**src/rtl/sata_pkg.sv**
```systemverilog
// Shared definitions for the SATA write path: padder state encoding, the
// pad-marker tag and default record/block geometry.
package sata_pkg;

    typedef enum logic [1:0] {
        ST_IDLE = 2'd0,
        ST_DATA = 2'd1,
        ST_PAD  = 2'd2
    } pad_state_e;

    localparam logic [7:0] MARKER_TAG = 8'hA5;

    localparam int DEF_RECORD_WORDS = 565;
    localparam int DEF_BLOCK_WORDS  = 1024;
    localparam int DEF_SECTOR_WORDS = 128;

endpackage

```
**src/rtl/sata_pad_stats.sv**
```systemverilog
// Block/underrun statistics and the registered per-block FIFO-count feedback
// strobe, driven by single-cycle events from the padder FSM.
module sata_pad_stats (
    input  logic        clk,
    input  logic        rst_n,
    input  logic        block_done_i,
    input  logic        underrun_i,
    input  logic        first_accept_i,
    output logic [31:0] block_count_o,
    output logic [15:0] underrun_count_o,
    output logic        strobe_o
);

    logic [31:0] block_count_q, block_count_d;
    logic [15:0] underrun_count_q, underrun_count_d;
    logic        strobe_q, strobe_d;

    always_comb begin
        block_count_d    = block_count_q;
        underrun_count_d = underrun_count_q;
        strobe_d         = first_accept_i;
        if (block_done_i) begin
            block_count_d = block_count_q + 32'd1;
        end
        // Saturate rather than wrap so a long stall stays visible.
        if (underrun_i && (underrun_count_q != 16'hFFFF)) begin
            underrun_count_d = underrun_count_q + 16'd1;
        end
    end

    // NOTE: state registers use non-blocking assignments so every flop samples
    // pre-edge values regardless of process evaluation order.
    always_ff @(posedge clk or negedge rst_n) begin
        if (!rst_n) begin
            block_count_q    <= '0;
            underrun_count_q <= '0;
            strobe_q         <= 1'b0;
        end else begin
            block_count_q    <= block_count_d;
            underrun_count_q <= underrun_count_d;
            strobe_q         <= strobe_d;
        end
    end

    assign block_count_o    = block_count_q;
    assign underrun_count_o = underrun_count_q;
    assign strobe_o         = strobe_q;

endmodule

```
**src/rtl/sata_write_padder.sv**
```systemverilog
// Pads DAQ sample records to block boundaries for sata_control and closes
// sessions on a block edge. Define SATA_PAD_MARKER_EN to tag the first pad word.
module sata_write_padder
    import sata_pkg::*;
#(
    parameter int                    DATA_WIDTH   = 32,
    parameter int                    RECORD_WORDS = DEF_RECORD_WORDS,
    parameter int                    SECTOR_WORDS = DEF_SECTOR_WORDS,
    parameter int                    BLOCK_WORDS  = DEF_BLOCK_WORDS,
    parameter logic [DATA_WIDTH-1:0] PAD_WORD     = '0
) (
    input  logic                           clk,
    input  logic                           RESET_N,
    input  logic                           write_enable,
    output logic                           daq_fifo_read_en,
    input  logic                           daq_fifo_empty,
    input  logic [DATA_WIDTH-1:0]          daq_fifo_data,
    input  logic                           sata_write_fifo_read_en,
    output logic                           sata_write_fifo_empty,
    output logic [DATA_WIDTH-1:0]          sata_write_fifo_data,
    output logic                           daq_fifo_feedback_count_strobe,
    output logic [$clog2(BLOCK_WORDS)-1:0] word_index,
    output logic [31:0]                    block_count,
    output logic [15:0]                    underrun_count,
    output logic [1:0]                     padder_state
);

    localparam int               IDX_W    = $clog2(BLOCK_WORDS);
    localparam logic [IDX_W-1:0] LAST_REC = IDX_W'(RECORD_WORDS - 1);
    localparam logic [IDX_W-1:0] LAST_BLK = IDX_W'(BLOCK_WORDS - 1);

    if (DATA_WIDTH < 16) begin : g_bad_width
        $error("sata_write_padder: DATA_WIDTH must be >= 16");
    end
    if ((RECORD_WORDS < 1) || (RECORD_WORDS >= BLOCK_WORDS)) begin : g_bad_record
        $error("sata_write_padder: RECORD_WORDS must be in 1..BLOCK_WORDS-1");
    end
    if ((BLOCK_WORDS < 2) || ((BLOCK_WORDS & (BLOCK_WORDS - 1)) != 0)) begin : g_bad_block
        $error("sata_write_padder: BLOCK_WORDS must be a power of two");
    end
    if ((SECTOR_WORDS < 1) || ((BLOCK_WORDS % SECTOR_WORDS) != 0)) begin : g_bad_sector
        $error("sata_write_padder: BLOCK_WORDS must be a multiple of SECTOR_WORDS");
    end

    pad_state_e            state_q, state_d;
    logic [IDX_W-1:0]      idx_q, idx_d;
    logic                  accept;
    logic [DATA_WIDTH-1:0] pad_data;

`ifdef SATA_PAD_MARKER_EN
    logic first_pad_q, first_pad_d;

    // The marker lands on whichever index the block starts padding at.
    assign pad_data = first_pad_q ? {MARKER_TAG, (DATA_WIDTH - 8)'(block_count)} : PAD_WORD;

    always_comb begin
        first_pad_d = first_pad_q;
        if ((state_q == ST_DATA) && (state_d == ST_PAD)) begin
            first_pad_d = 1'b1;
        end else if ((state_q == ST_PAD) && accept) begin
            first_pad_d = 1'b0;
        end
    end

    always_ff @(posedge clk or negedge RESET_N) begin
        if (!RESET_N) begin
            first_pad_q <= 1'b0;
        end else begin
            first_pad_q <= first_pad_d;
        end
    end
`else
    assign pad_data = PAD_WORD;
`endif

    assign sata_write_fifo_empty = (state_q == ST_DATA) ? daq_fifo_empty : 1'b0;
    assign accept                = sata_write_fifo_read_en && !sata_write_fifo_empty;

    // NOTE: every signal written here gets a default first, so no path through
    // the case statement can infer a latch.
    always_comb begin
        state_d              = state_q;
        idx_d                = idx_q;
        daq_fifo_read_en     = 1'b0;
        sata_write_fifo_data = pad_data;
        case (state_q)
            ST_IDLE: begin
                if (write_enable) begin
                    state_d = ST_DATA;
                end
            end
            ST_DATA: begin
                daq_fifo_read_en     = sata_write_fifo_read_en;
                sata_write_fifo_data = daq_fifo_data;
                if (accept) begin
                    idx_d = idx_q + 1'b1;
                    if (idx_q == LAST_REC) begin
                        state_d = ST_PAD;
                    end
                end else if (!write_enable && daq_fifo_empty) begin
                    state_d = ST_PAD;
                end
            end
            ST_PAD: begin
                if (accept) begin
                    idx_d = idx_q + 1'b1;
                    if (idx_q == LAST_BLK) begin
                        state_d = write_enable ? ST_DATA : ST_IDLE;
                    end
                end
            end
            default: state_d = ST_IDLE;
        endcase
    end

    always_ff @(posedge clk or negedge RESET_N) begin
        if (!RESET_N) begin
            state_q <= ST_IDLE;
            idx_q   <= '0;
        end else begin
            state_q <= state_d;
            idx_q   <= idx_d;
        end
    end

    sata_pad_stats u_stats (
        .clk              (clk),
        .rst_n            (RESET_N),
        .block_done_i     ((state_q == ST_PAD) && accept && (idx_q == LAST_BLK)),
        .underrun_i       ((state_q == ST_DATA) && write_enable && sata_write_fifo_read_en && daq_fifo_empty),
        .first_accept_i   ((state_q == ST_DATA) && accept && (idx_q == '0)),
        .block_count_o    (block_count),
        .underrun_count_o (underrun_count),
        .strobe_o         (daq_fifo_feedback_count_strobe)
    );

    assign word_index   = idx_q;
    assign padder_state = state_q;

endmodule

```
**config.mk**
```make
export PLATFORM = sky130hd
export DESIGN_NAME = sata_write_padder
export DESIGN_NICKNAME = d
export VERILOG_FILES = /design/src/rtl/sata_pkg.sv /design/src/rtl/sata_pad_stats.sv /design/src/rtl/sata_write_padder.sv
export SDC_FILE = /design/constraint.sdc
export NUM_CORES = 1
export LEC_CHECK = 0
export ABC_AREA = 1
export CAP_MARGIN = 20
export CORE_MARGIN = 2
export CORE_UTILIZATION = 43
export DETAILED_ROUTE_END_ITERATION = 12
export PLACE_DENSITY = 0.87
export SLEW_MARGIN = 20
export SYNTH_ARGS = -nofsm -noshare
export SYNTH_HDL_FRONTEND = slang
export SYNTH_SLANG_ARGS = --single-unit
export TNS_END_PERCENT = 50
```
**constraint.sdc**
```tcl
create_clock -name clk -period 1.75 [get_ports clk]
set_input_delay 0.4375 -clock clk [delete_from_list [all_inputs] [get_ports clk]]
set_output_delay 0.4375 -clock clk [all_outputs]
set_load 0.1 [all_outputs]
```
==> results of run 1 <==
-- metal layers --
metal / GRT usage [%] / part of all wire, % / wire [um]
met2: 42.86 / 51 / 6853
met5: 0 / 0 / 0
met4: 9.148 / 3.0 / 405
met1: 31.09 / 39 / 5202
met3: 4.003 / 7.1 / 948
-- cells by family after synthesis --
logic type,count (synthesis)
simple gates,372
buf+inv,95
flops,61
xor+xnor,33
compound gates,14
fa+ha+maj,9
-- worst max-delay path, stage by stage (launching register included) --
cell        delay [ps]
dfrtp_4            490
inv_4               70
ha_4               210
buf_12             170
nand2_2             70
clkinvlp_4          90
buf_12             170
-- state kept, by name, summed over array words and instances, names as in the netlist --
register / count
word_index: 10
padder_state: 2
u_stats.block_count_o: 32
u_stats.underrun_count_o: 16
u_stats.strobe_o: 1
-- layout by cell type, fill, tap and decap left out, drive strengths merged --
cell type      netlist  final
a21oi                2      2
buf                  9    134
bufinv               0      1
clkbuf               0     16
clkdlybuf4s50        0     35
clkinvlp             0     34
dfrtp               61     61
ha                   9      9
inv                 86     52
nand2              233    233
nand3               33     33
nand3b               7      7
nand4               16     16
nor2                73     73
nor3                 8      8
nor4                 1      1
o21ai               12     12
or2                  1      1
xnor2               13     13
xor2                20     20
-- power by group --
part | switching, uW | internal, uW | leakage (uW) | total [uW]
combinational | 4060 | 2220 | 0.00228 | 6280
clock | 548 | 778 | 0.000104 | 1330
sequential | 295 | 1610 | 0.000766 | 1900
total | 4900 | 4610 | 0.00315 | 9510
-- what timing repair did --
action / CTS / global route
endpoints found under the setup margin: 38 / 79
pin swaps: 0 / 11
resized for setup: 2 / 42
cloned: 0 / 1
buffers inserted: 0 / 12
-- per-stage QoR --
stage / power [uW] / hold WS [ps] / instance area, um^2 / std cells
final: 9511 / 114.1 / 7486 / 890
after detailed placement: 8013 / 481.3 / 7019 / 861
after global routing: 9845 / 123.5 / 7486 / 890
after floorplan: 5760 / 141.9 / 4427 / 584
after CTS: 9347 / 119.7 / 7231 / 877
after global placement: 7893 / 468.8 / 7019 / 861
-- final cells by class --
class	instances	area (um^2)
timing repair buffer	170	2681
multi-input combinational	428	2395
fill	494	1754
sequential	61	1587
inverter	86	455.4
clock buffer	15	176.4
tap	129	161.4
clock inverter	1	30.03
-- worst min path at each step --
| stage | startpoint | to | slack [ps] | cells past startpoint |
|---|---|---|---|---|
| after global placement | RESET_N | u_stats.block_count_o[31]$_DFFE_PN0P_ | 470 | 2 |
| after detailed placement | RESET_N | u_stats.block_count_o[15]$_DFFE_PN0P_ | 480 | 2 |
| after CTS | RESET_N | u_stats.block_count_o[30]$_DFFE_PN0P_ | 120 | 2 |
| after floorplan | RESET_N | u_stats.block_count_o[10]$_DFFE_PN0P_ | 140 | 0 |
| final | RESET_N | u_stats.block_count_o[15]$_DFFE_PN0P_ | 110 | 2 |
| after global routing | RESET_N | u_stats.block_count_o[0]$_DFFE_PN0P_ | 120 | 2 |
==> impl_metrics.py, run 1 <==
metrics = {
    "status": {
        "status": "finished, violations left",
        "violations": "negative setup slack",
    },
    "logic_synthesis": {
        "synthDominantCellAreaShare_pct": 37.33,
        "synth-seq-cells": 61,
        "synth_compound_area_share_pct": 1.714,
        "synthSimpleGateAreaFrac_pct": 41.55,
        "synth_edf_count": 0,
        "syn_area_um2": 4089,
        "yosys.cell_count.top_type": "nand2_1",
        "synth_cell_type_count": 28,
        "synth.mux.area_fraction_pct": 0,
        "postSynthAreaPerCell_um2": 7.002,
        "synth_area_leaders": "dfrtp_1 (37%), nand2_1 (21%), inv_1 (7.8%), nor2_1 (6.0%), xor2_1 (4.3%)",
        "seq_area_frac_synth_pct": 37.33,
        "yosys-top-cells-count": "nand2_1 (228), inv_1 (85), nor2_1 (65)",
        "syn_inst": 584,
        "synthAdderAreaFrac_pct": 2.754,
        "synth_area_leader_cell": "dfrtp_1",
        "synthArstFlopShare_pct": 100.0,
        "synth_top_family_by_area": "simple AND/OR/NAND/NOR gates",
        "synthFlopType": "dfrtp_1",
        "syn_nets": 630,
        "yosysWarnings": 0,
        "synth_xor_area_share_pct": 7.069,
    },
    "detailed_routing": {
        "drt-pass1-iter-count": 5,
        "wl_per_cell_um": 15.07,
        "via_per_inst": 5.143,
        "vias": 4577,
        "drt_iter0_drc": 239,
        "drc": 0,
        "final_antenna_net_count": 0,
        "drt-total-wl_mm": 13.41,
    },
    "die": {
        "chipWidth_um": 101.5,
        "start_util_pct": 44.25,
        "core_um2": 9240,
        "rows": 35,
        "die_area_um2": 10310,
        "pin_count": 132,
        "die-height_um": 101.5,
    },
    "critical_path": {
        "r2r_start": "padder_state[0]$_DFFE_PN0P_",
        "cp.arrival_ps": 1600,
        "cp_max_fo": 13,
        "worstSetupStartpointType": "flop",
        "rrSetupSlack_ps": -100,
        "worst-setup-path-type": "reg -> out",
        "worstSetupStartpoint": "padder_state[1]$_DFFE_PN0P_",
        "required_ps": 1310,
        "critPathCapture": "sata_write_fifo_data[27]",
        "reg2regPathDepth": 10,
        "end_kind": "primary output",
        "r2r-end": "u_stats.block_count_o[17]$_DFFE_PN0P_",
    },
    "layout": {
        "drive_gt1_share_pct": 39.55,
        "diodes": 0,
        "syn2layout_area_growth_pct": 83.08,
        "fin_nets": 802,
        "fin_util_pct": 81.02,
    },
    "global_routing": {
        "antenna_found_initial": 0,
        "overflow": 0,
        "grt_start_max_net_pins": 62,
        "track_usage_pct": 24.76,
        "grt_pass1_vias": 4441,
        "grt_pass1_wl_mm": 20.62,
    },
    "timing": {
        "hold_violations": 0,
        "fmaxAchievable_ghz": 0.4916,
        "rsz0062_at_grt": "true",
        "fin_crit_sh_pct": 116.2,
        "worst_slew_pin_slew_ps": 396.8,
        "setup_slack_ps": -284.2,
        "max_slew_margin_pct": 73.45,
        "fin_skew_ps": 15.46,
        "setup_viol": 59,
        "final_max_slew_viol_count": 0,
        "setup_tns_ps": -10040,
        "timing.final.crit_period_ps": 2034,
    },
    "clocking": {
        "path_clk_slew_ps": 70,
        "cts_hold_buf": 0,
        "cts.sinks": 61,
        "cts_tree": "done",
        "clockBufferDepth": 2,
        "cts_max_level": 3,
        "clkLatencyLatePin_ps": 340,
        "root_buffer": "clkbuf_8",
        "numCtsBuffers": 9,
    },
    "flow_run": {
        "max-cap-violations": 0,
    },
    "placement": {
        "place_congestion": 0.9798,
        "port-buffer-count": 131,
        "dp_hpwl_mm": 9.690,
        "dpl_worst_slack_ps": -205.9,
    },
    "pwr": {
        "pwr_density_cell_nw_per_um2": 1271,
        "power_leakage_uw": 0.003148,
        "vdd_ir_drop_max_mv": 1.217,
    },
    "worst_hold_path": {
        "hold_class": "in -> async",
    },
}
Power figures use the tool's default switching activity.
==> run 2: changes to the inputs <==
- CORE_MARGIN: 2 -> 1
- CTS_CLUSTER_DIAMETER: unset -> 100
- SLEW_MARGIN: 20 -> unset
==> impl_metrics.py, run 2 (same netlist as run 1, synthesis figures left out) <==
metrics = {
    "timing": {
        "worst_slew_pin_slew_ps": 377.5,
        "timing.final.crit_period_ps": 2047,
        "whs_ps": 92.71,
        "setup_slack_ps": -296.7,
        "final_max_slew_viol_count": 0,
        "setup_viol": 35,
        "fin_skew_ps": 10.04,
        "rsz0062_at_grt": "true",
        "max_slew_margin_pct": 74.64,
        "hold_violations": 0,
        "fin_crit_sh_pct": 117.0,
        "fmaxAchievable_ghz": 0.4886,
    },
    "die": {
        "die_area_um2": 9903,
        "die-height_um": 99.52,
        "pin_count": 132,
        "rows": 35,
        "start_util_pct": 44.25,
        "chipWidth_um": 99.52,
        "core_um2": 9240,
    },
    "global_routing": {
        "grt_start_max_net_pins": 62,
        "overflow": 0,
        "grt_pass1_vias": 4460,
        "track_usage_pct": 26.30,
        "antenna_found_initial": 0,
        "grt_pass1_wl_mm": 20.71,
    },
    "critical_path": {
        "worst-setup-path-type": "reg -> out",
        "worstSetupStartpointType": "flop",
        "end_kind": "primary output",
        "rrSetupSlack_ps": 0,
        "cp_max_fo": 14,
        "required_ps": 1310,
        "cp.arrival_ps": 1610,
    },
    "pwr": {
        "power_leakage_uw": 0.003069,
        "vdd_ir_drop_max_mv": 1.167,
        "pwr_density_cell_nw_per_um2": 1298,
    },
    "layout": {
        "fin_util_pct": 78.96,
        "final_cell_mix": "nand2_1 (194), buf_12 (99), nor2_1 (61), inv_1 (47)",
        "largest_reg_flops": 32,
        "diodes": 0,
        "fillers": 550,
        "fin_nets": 791,
        "drive_gt1_share_pct": 37.60,
        "syn2layout_area_growth_pct": 78.43,
        "final_common_cell": "nand2_1",
    },
    "detailed_routing": {
        "final_antenna_net_count": 0,
        "drt_iter0_drc": 231,
        "via_per_inst": 5.072,
        "vias": 4458,
        "drt-pass1-iter-count": 5,
        "wl_per_cell_um": 14.29,
        "drc": 0,
        "drt-total-wl_mm": 12.56,
    },
    "clocking": {
        "cts.sinks": 61,
        "numCtsBuffers": 9,
        "clockBufferDepth": 2,
        "cts_max_level": 3,
        "path_clk_slew_ps": 70,
        "clkLatencyLatePin_ps": 350,
        "cts_tree": "done",
        "root_buffer": "clkbuf_8",
        "cts_hold_buf": 0,
    },
    "status": {
        "status": "finished, violations left",
        "violations": "negative setup slack",
    },
    "placement": {
        "port-buffer-count": 131,
        "dp_hpwl_mm": 9.456,
        "place_congestion": 0.9531,
    },
    "flow_run": {
        "max-cap-violations": 0,
    },
    "worst_hold_path": {
        "hold_class": "in -> async",
    },
}
## run 2: final timing paths
path                            depth (start not counted)                                    end                                  start
min in group clk                                        1  u_stats.block_count_o[12]$_DFFE_PN0P_  u_stats.block_count_o[12]$_DFFE_PN0P_
worst max register to register                         11  u_stats.block_count_o[20]$_DFFE_PN0P_            padder_state[0]$_DFFE_PN0P_
max in group asynchronous                               2   u_stats.block_count_o[9]$_DFFE_PN0P_                                RESET_N
worst min register to register                          1  u_stats.block_count_o[12]$_DFFE_PN0P_  u_stats.block_count_o[12]$_DFFE_PN0P_
worst min-delay path                                    2  u_stats.block_count_o[21]$_DFFE_PN0P_                                RESET_N
worst max-delay path                                    6               sata_write_fifo_data[31]            padder_state[1]$_DFFE_PN0P_
## run 2: cell type report
type / count / area, um^2 / share of cell area (%)
repair buffers: 159 / 2536 / 34.76
inverters: 86 / 455.4 / 6.242
clock buffers: 13 / 168.9 / 2.315
well taps: 129 / 161.4 / 2.212
flip-flops and latches: 61 / 1587 / 21.75
clock inverters: 3 / 42.54 / 0.5831
multi-input cells: 428 / 2345 / 32.14
## run 2: metal layers
layer,GRT usage (%),vias to the layer above,wire length [um]
li1,-,2101,-
met5,0,-,0
met4,13.12,0,391
met1,29.47,2085,4823
met2,47.92,233,6458
met3,4.708,39,889
## run 2: worst max-delay path, stage by stage (launching register included)
cell and delay [ps]:
dfrtp_4 490, inv_4 70, ha_4 190, buf_12 170
nand2_2 90, clkinvlp_4 90, buf_12 170
## run 2: report_power, final
group | internal, uW | switching, uW | leakage, uW
logic | 2180 | 4060 | 0.00220
registers | 1610 | 276 | 0.000766
clock network | 773 | 572 | 0.000106
## run 2: repair_timing
item,4_1_cts,5_1_grt
pin swaps,2,3
resized for setup,18,7
endpoints found under the setup margin,52,67
buffers inserted,2,0
## run 2: stage by stage
| step | instances | worst slack, ps | instance area (um^2) | power, uW | TNS (ps) |
|---|---|---|---|---|---|
| global placement | 861 | -138.9 | 6982 | 7893 | -3766 |
| floorplan | 584 | -282.6 | 4427 | 5760 | -14880 |
| finish | 879 | -296.7 | 7296 | 9469 | -9016 |
| CTS | 879 | -324.8 | 7276 | 9469 | -9712 |
| global route | 879 | -372.1 | 7296 | 9788 | -12380 |
| detailed placement | 861 | -241.3 | 6982 | 8018 | -6355 |
